`src/rtl/frequency_analyzer_pkg.sv`:
```
// frequency_analyzer_pkg
// Shared definitions for the multi-channel frequency analyser: the state
// encodings of the measurement and dump engines, the result_kind encoding and
// the helper that turns a target frequency into a period acceptance window.
package frequency_analyzer_pkg;

   typedef enum logic {
      IDLE = 1'b0,
      RUN  = 1'b1
   } meas_state_e;

   typedef enum logic {
      D_IDLE = 1'b0,
      D_SEND = 1'b1
   } dump_state_e;

   // result_kind encoding: even stream words carry F1 time, odd words F2 time.
   localparam logic KIND_F1 = 1'b0;
   localparam logic KIND_F2 = 1'b1;

   // Period window bound in clock cycles. Every step truncates, so the window
   // is computed from the already truncated nominal period.
   function automatic longint unsigned window_bound(
      input longint unsigned clock_hz,
      input longint unsigned freq_hz,
      input longint unsigned deviation,
      input logic            upper
   );
      longint unsigned period;
      period = clock_hz / freq_hz;
      if (upper) begin
         return (period * (64'd100 + deviation)) / 64'd100;
      end else begin
         return (period * (64'd100 - deviation)) / 64'd100;
      end
   endfunction

endpackage

```
`src/rtl/frequency_channel.sv`:
```
// frequency_channel
// One monitored pixel: sample register, rising-edge detect, arming flag,
// saturating period counter, two-window classifier and two saturating
// accumulators.
// Ports:
//   clk_i, rst_i   clock and synchronous active-high reset
//   clear_i        zero accumulators, counter, sample state and arming
//   run_i          measurement enabled
//   disarm_i       entry into RUN; next edge only re-arms
//   hit_i          current beat is this channel's pixel (already gated by run)
//   bit_i          sampled bit of the current pixel
//   f1_acc_o/f2_acc_o  accumulated in-window time per target
module frequency_channel
   import frequency_analyzer_pkg::*;
#(
   parameter int                       COUNTER_WIDTH = 32,
   parameter logic [COUNTER_WIDTH-1:0] P1_LO = {COUNTER_WIDTH{1'b0}},
   parameter logic [COUNTER_WIDTH-1:0] P1_HI = {COUNTER_WIDTH{1'b0}},
   parameter logic [COUNTER_WIDTH-1:0] P2_LO = {COUNTER_WIDTH{1'b0}},
   parameter logic [COUNTER_WIDTH-1:0] P2_HI = {COUNTER_WIDTH{1'b0}}
) (
   input  logic                     clk_i,
   input  logic                     rst_i,
   input  logic                     clear_i,
   input  logic                     run_i,
   input  logic                     disarm_i,
   input  logic                     hit_i,
   input  logic                     bit_i,
   output logic [COUNTER_WIDTH-1:0] f1_acc_o,
   output logic [COUNTER_WIDTH-1:0] f2_acc_o
);

   localparam logic [COUNTER_WIDTH-1:0] ALL_ONES = {COUNTER_WIDTH{1'b1}};
   localparam logic [COUNTER_WIDTH-1:0] ZERO     = {COUNTER_WIDTH{1'b0}};
   localparam logic [COUNTER_WIDTH-1:0] ONE      = {{(COUNTER_WIDTH-1){1'b0}}, 1'b1};

   logic                     sample_q, sample_d;
   logic                     prev_q, prev_d;
   logic                     armed_q, armed_d;
   logic [COUNTER_WIDTH-1:0] cnt_q, cnt_d;
   logic [COUNTER_WIDTH-1:0] f1_q, f1_d;
   logic [COUNTER_WIDTH-1:0] f2_q, f2_d;
   logic [COUNTER_WIDTH-1:0] period_s;
   logic                     edge_s;

   function automatic logic [COUNTER_WIDTH-1:0] sat_add(
      input logic [COUNTER_WIDTH-1:0] a,
      input logic [COUNTER_WIDTH-1:0] b
   );
      logic [COUNTER_WIDTH:0] sum;
      sum = {1'b0, a} + {1'b0, b};
      if (sum[COUNTER_WIDTH]) begin
         return ALL_ONES;
      end else begin
         return sum[COUNTER_WIDTH-1:0];
      end
   endfunction

   // Edge detect and period measurement; the period includes the edge cycle itself.
   always_comb begin
      edge_s = sample_q & ~prev_q;
      if (cnt_q == ALL_ONES) begin
         period_s = cnt_q;
      end else begin
         period_s = cnt_q + ONE;
      end
   end

   // Next-state logic: clear beats everything, IDLE holds the measurement state.
   always_comb begin
      sample_d = sample_q;
      prev_d   = prev_q;
      armed_d  = armed_q;
      cnt_d    = cnt_q;
      f1_d     = f1_q;
      f2_d     = f2_q;
      if (clear_i) begin
         sample_d = 1'b0;
         prev_d   = 1'b0;
         armed_d  = 1'b0;
         cnt_d    = ZERO;
         f1_d     = ZERO;
         f2_d     = ZERO;
      end else if (run_i) begin
         prev_d = sample_q;
         if (hit_i) begin
            sample_d = bit_i;
         end else begin
            sample_d = sample_q;
         end
         if (edge_s) begin
            cnt_d = ZERO;
            if (!armed_q) begin
               armed_d = 1'b1;
            end else if (period_s >= P1_LO && period_s <= P1_HI) begin
               f1_d = sat_add(f1_q, period_s);
            end else if (period_s >= P2_LO && period_s <= P2_HI) begin
               f2_d = sat_add(f2_q, period_s);
            end else begin
               f1_d = f1_q;
            end
         end else begin
            cnt_d = period_s;
         end
      end else if (disarm_i) begin
         armed_d = 1'b0;
      end else begin
         armed_d = armed_q;
      end
   end

   // Channel state registers.
   always_ff @(posedge clk_i) begin
      if (rst_i) begin
         sample_q <= 1'b0;
         prev_q   <= 1'b0;
         armed_q  <= 1'b0;
         cnt_q    <= ZERO;
         f1_q     <= ZERO;
         f2_q     <= ZERO;
      end else begin
         sample_q <= sample_d;
         prev_q   <= prev_d;
         armed_q  <= armed_d;
         cnt_q    <= cnt_d;
         f1_q     <= f1_d;
         f2_q     <= f2_d;
      end
   end

   assign f1_acc_o = f1_q;
   assign f2_acc_o = f2_q;

endmodule

```
`src/rtl/multi_channel_frequency_analyzer.sv`:
```
// multi_channel_frequency_analyzer
// Samples one bit of CHANNELS programmable pixel positions per video line,
// measures rising-edge periods, accumulates in-window time per target
// frequency and streams an accumulator snapshot on a valid/ready port.
// Ports:
//   clock, reset                          clock, synchronous active-high reset
//   pixel_data/pixel_valid/line_start     pixel capture stream
//   cfg_write/cfg_channel/cfg_index       per-channel pixel position
//   start/stop/clear/dump_request         single-cycle commands
//   result_*                              snapshot stream (valid/ready)
//   running/dumping/irq                   status and dump-complete pulse
module multi_channel_frequency_analyzer
   import frequency_analyzer_pkg::*;
#(
   parameter int CHANNELS      = 4,
   parameter int DATA_WIDTH    = 8,
   parameter int SAMPLE_BIT    = 7,
   parameter int LINE_LENGTH   = 1024,
   parameter int INDEX_WIDTH   = 10,
   parameter int COUNTER_WIDTH = 32,
   parameter int CLOCK         = 100000000,
   parameter int FREQUENCY_1   = 9000,
   parameter int FREQUENCY_2   = 11000,
   parameter int DEVIATION     = 10,
   localparam int CH_W = (CHANNELS > 1) ? $clog2(CHANNELS) : 1
) (
   input  logic                     clock,
   input  logic                     reset,
   input  logic [DATA_WIDTH-1:0]    pixel_data,
   input  logic                     pixel_valid,
   input  logic                     line_start,
   input  logic                     cfg_write,
   input  logic [CH_W-1:0]          cfg_channel,
   input  logic [INDEX_WIDTH-1:0]   cfg_index,
   input  logic                     start,
   input  logic                     stop,
   input  logic                     clear,
   input  logic                     dump_request,
   output logic                     result_valid,
   input  logic                     result_ready,
   output logic [COUNTER_WIDTH-1:0] result_data,
   output logic [CH_W-1:0]          result_channel,
   output logic                     result_kind,
   output logic                     result_last,
   output logic                     running,
   output logic                     dumping,
   output logic                     irq
);

   localparam int PTR_W = CH_W + 1;
   localparam int WORDS = 2 * CHANNELS;

   localparam logic [COUNTER_WIDTH-1:0] P1_LO = COUNTER_WIDTH'(window_bound(64'(CLOCK), 64'(FREQUENCY_1), 64'(DEVIATION), 1'b0));
   localparam logic [COUNTER_WIDTH-1:0] P1_HI = COUNTER_WIDTH'(window_bound(64'(CLOCK), 64'(FREQUENCY_1), 64'(DEVIATION), 1'b1));
   localparam logic [COUNTER_WIDTH-1:0] P2_LO = COUNTER_WIDTH'(window_bound(64'(CLOCK), 64'(FREQUENCY_2), 64'(DEVIATION), 1'b0));
   localparam logic [COUNTER_WIDTH-1:0] P2_HI = COUNTER_WIDTH'(window_bound(64'(CLOCK), 64'(FREQUENCY_2), 64'(DEVIATION), 1'b1));

   localparam logic [INDEX_WIDTH-1:0] IDX_ZERO = {INDEX_WIDTH{1'b0}};
   localparam logic [INDEX_WIDTH-1:0] IDX_ONE  = {{(INDEX_WIDTH-1){1'b0}}, 1'b1};
   localparam logic [INDEX_WIDTH-1:0] IDX_LAST = INDEX_WIDTH'(LINE_LENGTH - 1);
   localparam logic [PTR_W-1:0]       PTR_ONE  = {{(PTR_W-1){1'b0}}, 1'b1};
   localparam logic [PTR_W-1:0]       PTR_LAST = PTR_W'(WORDS - 1);

   logic [INDEX_WIDTH-1:0]   pix_cnt_q, pix_cnt_d, beat_idx_s;
   logic [INDEX_WIDTH-1:0]   idx_q [CHANNELS];
   logic [INDEX_WIDTH-1:0]   idx_d [CHANNELS];
   meas_state_e              meas_q, meas_d;
   logic                     disarm_s, run_s;
   logic [CHANNELS-1:0]      hit_s;
   logic [COUNTER_WIDTH-1:0] acc_f1_s [CHANNELS];
   logic [COUNTER_WIDTH-1:0] acc_f2_s [CHANNELS];
   logic [COUNTER_WIDTH-1:0] shadow_q [WORDS];
   logic [COUNTER_WIDTH-1:0] shadow_d [WORDS];
   dump_state_e              dump_q, dump_d;
   logic [PTR_W-1:0]         ptr_q, ptr_d;
   logic                     valid_q, valid_d, last_q, last_d, irq_q, irq_d;
   logic [COUNTER_WIDTH-1:0] data_q, data_d;
   logic                     unused_pixel_bits_s;

   // Only SAMPLE_BIT of the pixel is observed.
   assign unused_pixel_bits_s = ^pixel_data;

   // Pixel position tracking, index configuration and run control.
   always_comb begin
      pix_cnt_d = pix_cnt_q;
      idx_d     = idx_q;
      meas_d    = meas_q;
      disarm_s  = 1'b0;
      if (line_start) begin
         beat_idx_s = IDX_ZERO;
      end else begin
         beat_idx_s = pix_cnt_q;
      end
      if (pixel_valid) begin
         if (line_start) begin
            pix_cnt_d = IDX_ONE;
         end else if (pix_cnt_q == IDX_LAST) begin
            pix_cnt_d = IDX_ZERO;
         end else begin
            pix_cnt_d = pix_cnt_q + IDX_ONE;
         end
      end else begin
         pix_cnt_d = pix_cnt_q;
      end
      // Out-of-range cfg_channel values match no channel and are dropped.
      for (int c = 0; c < CHANNELS; c++) begin
         if (cfg_write && cfg_channel == CH_W'(c)) begin
            idx_d[c] = cfg_index;
         end else begin
            idx_d[c] = idx_q[c];
         end
      end
      case (meas_q)
         IDLE: begin
            if (start && !stop) begin
               meas_d   = RUN;
               disarm_s = 1'b1;
            end else begin
               meas_d = IDLE;
            end
         end
         RUN: begin
            if (stop) begin
               meas_d = IDLE;
            end else begin
               meas_d = RUN;
            end
         end
         default: meas_d = IDLE;
      endcase
   end

   assign run_s = (meas_q == RUN);

   // Channel hit: running and the current beat is the channel's pixel.
   always_comb begin
      for (int c = 0; c < CHANNELS; c++) begin
         hit_s[c] = pixel_valid & run_s & (beat_idx_s == idx_q[c]);
      end
   end

   for (genvar g = 0; g < CHANNELS; g++) begin : g_ch
      frequency_channel #(
         .COUNTER_WIDTH (COUNTER_WIDTH),
         .P1_LO         (P1_LO),
         .P1_HI         (P1_HI),
         .P2_LO         (P2_LO),
         .P2_HI         (P2_HI)
      ) u_channel (
         .clk_i    (clock),
         .rst_i    (reset),
         .clear_i  (clear),
         .run_i    (run_s),
         .disarm_i (disarm_s),
         .hit_i    (hit_s[g]),
         .bit_i    (pixel_data[SAMPLE_BIT]),
         .f1_acc_o (acc_f1_s[g]),
         .f2_acc_o (acc_f2_s[g])
      );
   end

   // Dump engine: snapshot on request, then one word per accepted transfer.
   always_comb begin
      dump_d   = dump_q;
      shadow_d = shadow_q;
      ptr_d    = ptr_q;
      valid_d  = valid_q;
      data_d   = data_q;
      last_d   = last_q;
      irq_d    = 1'b0;
      case (dump_q)
         D_IDLE: begin
            if (dump_request) begin
               dump_d = D_SEND;
               for (int c = 0; c < CHANNELS; c++) begin
                  shadow_d[2*c]   = acc_f1_s[c];
                  shadow_d[2*c+1] = acc_f2_s[c];
               end
               // The shadow is still loading, so word 0 comes straight from the live value.
               ptr_d   = {PTR_W{1'b0}};
               valid_d = 1'b1;
               data_d  = acc_f1_s[0];
               last_d  = 1'b0;
            end else begin
               dump_d = D_IDLE;
            end
         end
         D_SEND: begin
            if (valid_q && result_ready) begin
               if (last_q) begin
                  dump_d  = D_IDLE;
                  valid_d = 1'b0;
                  last_d  = 1'b0;
                  data_d  = {COUNTER_WIDTH{1'b0}};
                  ptr_d   = {PTR_W{1'b0}};
                  irq_d   = 1'b1;
               end else begin
                  ptr_d  = ptr_q + PTR_ONE;
                  data_d = shadow_q[ptr_d];
                  last_d = (ptr_d == PTR_LAST);
               end
            end else begin
               dump_d = D_SEND;
            end
         end
         default: dump_d = D_IDLE;
      endcase
   end

   // Top-level state registers.
   always_ff @(posedge clock) begin
      if (reset) begin
         pix_cnt_q <= IDX_ZERO;
         meas_q    <= IDLE;
         dump_q    <= D_IDLE;
         ptr_q     <= {PTR_W{1'b0}};
         valid_q   <= 1'b0;
         data_q    <= {COUNTER_WIDTH{1'b0}};
         last_q    <= 1'b0;
         irq_q     <= 1'b0;
         for (int c = 0; c < CHANNELS; c++) begin
            idx_q[c] <= IDX_ZERO;
         end
         for (int w = 0; w < WORDS; w++) begin
            shadow_q[w] <= {COUNTER_WIDTH{1'b0}};
         end
      end else begin
         pix_cnt_q <= pix_cnt_d;
         meas_q    <= meas_d;
         dump_q    <= dump_d;
         ptr_q     <= ptr_d;
         valid_q   <= valid_d;
         data_q    <= data_d;
         last_q    <= last_d;
         irq_q     <= irq_d;
         idx_q     <= idx_d;
         shadow_q  <= shadow_d;
      end
   end

   assign result_valid   = valid_q;
   assign result_data    = data_q;
   assign result_channel = ptr_q[PTR_W-1:1];
   assign result_kind    = ptr_q[0] ? KIND_F2 : KIND_F1;
   assign result_last    = last_q;
   assign running        = (meas_q == RUN);
   assign dumping        = (dump_q == D_SEND);
   assign irq            = irq_q;

endmodule

```
`config.mk`:
```
export PLATFORM = sky130hd
export DESIGN_NAME = multi_channel_frequency_analyzer
export DESIGN_NICKNAME = d
export VERILOG_FILES = /design/src/rtl/frequency_analyzer_pkg.sv /design/src/rtl/frequency_channel.sv /design/src/rtl/multi_channel_frequency_analyzer.sv
export SDC_FILE = /design/constraint.sdc
export NUM_CORES = 2
export LEC_CHECK = 0
export ABC_CLOCK_PERIOD_IN_PS = 6400
export CORE_ASPECT_RATIO = 0.9
export CORE_MARGIN = 2
export CORE_UTILIZATION = 65
export CTS_BUF_LIST = sky130_fd_sc_hd__clkbuf_2 sky130_fd_sc_hd__clkbuf_4 sky130_fd_sc_hd__clkbuf_8
export DETAILED_ROUTE_END_ITERATION = 7
export DONT_BUFFER_PORTS = 1
export PLACE_DENSITY = 0.78
export SLEW_MARGIN = 20
export SYNTH_ARGS = -nofsm -noshare
export SYNTH_HDL_FRONTEND = slang
export SYNTH_SLANG_ARGS = --single-unit
```
`constraint.sdc`:
```
create_clock -name clock -period 6.4 [get_ports clock]
set_input_delay 0.96 -clock clock [delete_from_list [all_inputs] [get_ports clock]]
set_output_delay 0.96 -clock clock [all_outputs]
set_load 0.1 [all_outputs]
```
==> impl_metrics.env <==
export IMPL_postCtsResizedCells=0
export IMPL_drive_gt1_share_pct=7.951
export IMPL_power_density_nw_per_um2=205.2
export IMPL_viasPerCell=6.485
export IMPL_finalHoldViolations=0
export IMPL_drc=0
export IMPL_synth_async_sr_flop_share_pct=0
export IMPL_finalWorstSetupSlack_ns=0.5660
export IMPL_synth_flop_cell="dfxtp_1"
export IMPL_dp_cells=6500
export IMPL_path_max_fanout=30
export IMPL_worstSetupStartpointType="flop"
export IMPL_crit_chain="ha_1 > and3_1 > nand3_1 > a211oi_1 > nand3_1 > xnor2_1 > ha_1 > nor2b_1 > o21ai_0 > a21oi_1 > o21ba_2 > o31a_1 > a311o_1 > o221ai_1 > and3_1 > buf_4 > a21oi_1"
export IMPL_cts_sinks=742
export IMPL_setup_viol=0
export IMPL_synth_edf_count=0
export IMPL_status="complete, no violations"
export IMPL_core_area_um2=70100
export IMPL_die_area_um2=73080
export IMPL_power_frac_seq_pct=47.4
export IMPL_r2r_end="g_ch[3].u_channel.f1_acc_o[8]$_SDFFE_PP0P_"
export IMPL_min_period_ns=5.834
export IMPL_dr_pass1_iters=6
export IMPL_fmax_mhz=171.4
export IMPL_cp_end_kind="flop"
export IMPL_worstPathArrival_ns=6.53
export IMPL_critical_path_required_ns=7.09
export IMPL_nFillCells=5818
export IMPL_met2_usage_pct=51.76
export IMPL_min_to="running$_SDFF_PP0_"
export IMPL_ys_seq_elements=742
export IMPL_numCtsBuffers=131
export IMPL_ant_nets=0
export IMPL_p_sw_mw=2.585
export IMPL_tightestPinTransition_ns=1.241
export IMPL_clock_skew_ns=0.03384
export IMPL_cts_tree="built"
export IMPL_synth_area_leaders="dfxtp_1 32%, a21oi_1 8.6%, ha_1 7.1%"
export IMPL_syn_num_nets=6172
export IMPL_yosysSeqAreaShare_pct=32.22
export IMPL_yosys_warnings=0
export IMPL_ir_drop_mv=0.1798
export IMPL_grtUsageMet1_pct=54.20
export IMPL_synth_top_area_share_pct=32.22
export IMPL_setup_tns_ns=0
export IMPL_cts_htree_levels=4
export IMPL_grt_antenna_before_repair=2
export IMPL_ff2ff_path_depth=17
export IMPL_nets=5994
export IMPL_worstSkewPairLatency_ns=0.83
export IMPL_die_h_um=256.7
export IMPL_fp_row_count=92
export IMPL_avgSynthCellArea_um2=7.853
export IMPL_slowest_stage="a211oi_1"
export IMPL_finalMaxSlewViolations=0
export IMPL_pre_cts_slack_ns=0.7249
export IMPL_gp_congestion=0.9600
export IMPL_port_buffers=0
export IMPL_initial_core_util_pct=65.77
export IMPL_synth_top_cells_by_count="844 x nand2_1, 788 x a21oi_1, 742 x dfxtp_1, 450 x o21ai_0, 420 x nor2_1"
export IMPL_root_buffer="clkbuf_8"
export IMPL_worst_r2r_setup_slack_ns=0.57
export IMPL_grt_pass1_wl_um=216200
export IMPL_critical_path_class="reg -> reg"
export IMPL_clock_path_buffers=3
export IMPL_cts_setup_buffers=0
export IMPL_top_usage_layer="met1"
export IMPL_finalWirelength_um=137400
export IMPL_drtIter0Drc=4786
export IMPL_combPwrFrac_pct=3.3
export IMPL_wl_per_cell_um=20.39
export IMPL_maxSlewHeadroom_pct=17.12
export IMPL_clk_pin_slew_ns=0.06
export IMPL_final_cells=6739
export IMPL_finalInstanceArea_um2=49410
export IMPL_top_level_ports=70
export IMPL_grt_pass1_vias=39100
export IMPL_hpwl_um=98000
export IMPL_period_share_pct=91.16
export IMPL_r2r_start="g_ch[3].u_channel.cnt_q[0]$_SDFFE_PP0P_"
export IMPL_grt_max_degree=348
export IMPL_die_w_um=284.7
export IMPL_min_path_type="in -> reg"
export IMPL_cts_hold_buf=0
export IMPL_multi_input_area_um2=29230
export IMPL_yosys_area_top_type="dfxtp_1"
export IMPL_cap_violations=0
export IMPL_rsz0062_at_grt="no"
export IMPL_synth_cells=5871
export IMPL_hold_start="stop"
export IMPL_grt_usage_pct=36.45
export IMPL_place_area_um2=46400
export IMPL_sw_frac_of_total_pct=25.50
export IMPL_leakage_nw=18.90
export IMPL_area_growth_pct=7.170
export IMPL_synth_cell_type_count=99
export IMPL_syn_area_um2=46100
export IMPL_vias=43710
export IMPL_intPower_mw=7.553
export IMPL_hold_path_depth=1
export IMPL_pwr_share_clk_pct=49.4
export IMPL_use_met3_pct=8.719
export IMPL_yosysMostFrequentCell="nand2_1"
export IMPL_slowest_delay_ns=0.56
export IMPL_gr_total_overflow=0
export IMPL_seqCellArea_um2=14860
==> through the flow <==
step / hold WS (ns) / util (%) / total power, mW
after global placement: 0.4379 / 66.19 / 5.216
after floorplan: 0.4331 / - / 5.157
final: 0.2185 / 70.48 / 10.14
after detailed placement: 0.4431 / 66.19 / 5.220
after global routing: 0.2064 / 70.48 / 10.40
after CTS: 0.1755 / 70.45 / 10.16
==> area by class of cell <==
| type | count | share of cell area [%] |
|---|---|---|
| antenna | 1 | 0.005065 |
| clock buffer | 200 | 5.065 |
| clock inverter | 38 | 0.9699 |
| inverter | 147 | 1.119 |
| multi-input combinational | 4599 | 59.16 |
| sequential | 742 | 30.08 |
| tap | 940 | 2.380 |
| timing repair buffer | 72 | 1.221 |
==> power by group through the flow <==
stage | registers (mW) | logic [mW] | clock network, mW
global placement | 4.90 | 0.318 | 0
floorplan | 4.88 | 0.277 | 0
CTS | 4.80 | 0.323 | 5.04
detailed placement | 4.90 | 0.322 | 0
finish | 4.80 | 0.331 | 5.01
global route | 4.80 | 0.357 | 5.25
==> state kept, by name, indices dropped and copies added (netlist names), 10 cells and up <==
register,count
shadow_q,256
g_ch.u_channel.cnt_q,128
result_data,32
idx_q,40
pix_cnt_q,10
g_ch.u_channel.f1_acc_o,128
g_ch.u_channel.f2_acc_o,128
==> layout by cell type, fill, tap and decap left out, types with 30 or more instances in the layout <==
| master | count |
|---|---|
| nand2_1 | 844 |
| a21oi_1 | 788 |
| dfxtp_1 | 739 |
| o21ai_0 | 449 |
| nor2_1 | 417 |
| ha_1 | 262 |
| xnor2_1 | 193 |
| clkbuf_8 | 160 |
| xor2_1 | 158 |
| inv_1 | 145 |
| a22oi_1 | 128 |
| nand3_1 | 116 |
| nor3_1 | 99 |
| a21o_1 | 85 |
| a31oi_1 | 73 |
| o21a_1 | 73 |
| buf_4 | 67 |
| mux4_2 | 64 |
| nand4_1 | 63 |
| and3_1 | 61 |
| a211oi_1 | 58 |
| nand2b_1 | 56 |
| mux2i_1 | 44 |
| clkbuf_4 | 40 |
| nor4_1 | 39 |
| or3_1 | 32 |
| and4_1 | 30 |
==> routing by layer <==
layer | vias up | part of all wire [%]
li1 | 20850 | -
met1 | 20590 | 45
met2 | 2035 | 41
met3 | 234 | 11
met4 | 2 | 2.5
met5 | - | 0.0073
==> critical path, delay by kind of cell, from the launching register on <==
family          cells  cell delay, ns
flops               1            0.54
xor+xnor            1            0.55
fa+ha+maj           2            0.74
buf+inv             1            0.34
compound gates      8            2.18
simple gates        5            1.34
==> worst max-delay path by stage <==
stage / start / end / slack (ns)
floorplan: g_ch[0].u_channel.cnt_q[26]$_SDFFE_PP0P_ / g_ch[0].u_channel.f1_acc_o[1]$_SDFFE_PP0P_ / 1.31
global placement: g_ch[3].u_channel.cnt_q[0]$_SDFFE_PP0P_ / g_ch[3].u_channel.f1_acc_o[1]$_SDFFE_PP0P_ / 0.78
detailed placement: g_ch[3].u_channel.cnt_q[0]$_SDFFE_PP0P_ / g_ch[3].u_channel.f1_acc_o[8]$_SDFFE_PP0P_ / 0.72
CTS: g_ch[3].u_channel.cnt_q[0]$_SDFFE_PP0P_ / g_ch[3].u_channel.f1_acc_o[23]$_SDFFE_PP0P_ / 0.71
global route: g_ch[1].u_channel.cnt_q[0]$_SDFFE_PP0P_ / g_ch[1].u_channel.f2_acc_o[2]$_SDFFE_PP0P_ / 0.07
finish: g_ch[3].u_channel.cnt_q[0]$_SDFFE_PP0P_ / g_ch[3].u_channel.f1_acc_o[8]$_SDFFE_PP0P_ / 0.57
==> logic make-up after synthesis <==
group | Yosys count | synth area share (%)
flip-flops | 742 | 32.22
multiplexers | 113 | 4.204
AND/OR/NAND/NOR | 1951 | 19.87
adder cells (fa/ha/maj) | 271 | 7.485
AO/OA/AOI/OAI | 1913 | 24.88
XOR/XNOR | 351 | 6.668
buffers and inverters | 530 | 4.679
(Power assumes the default switching activity.)
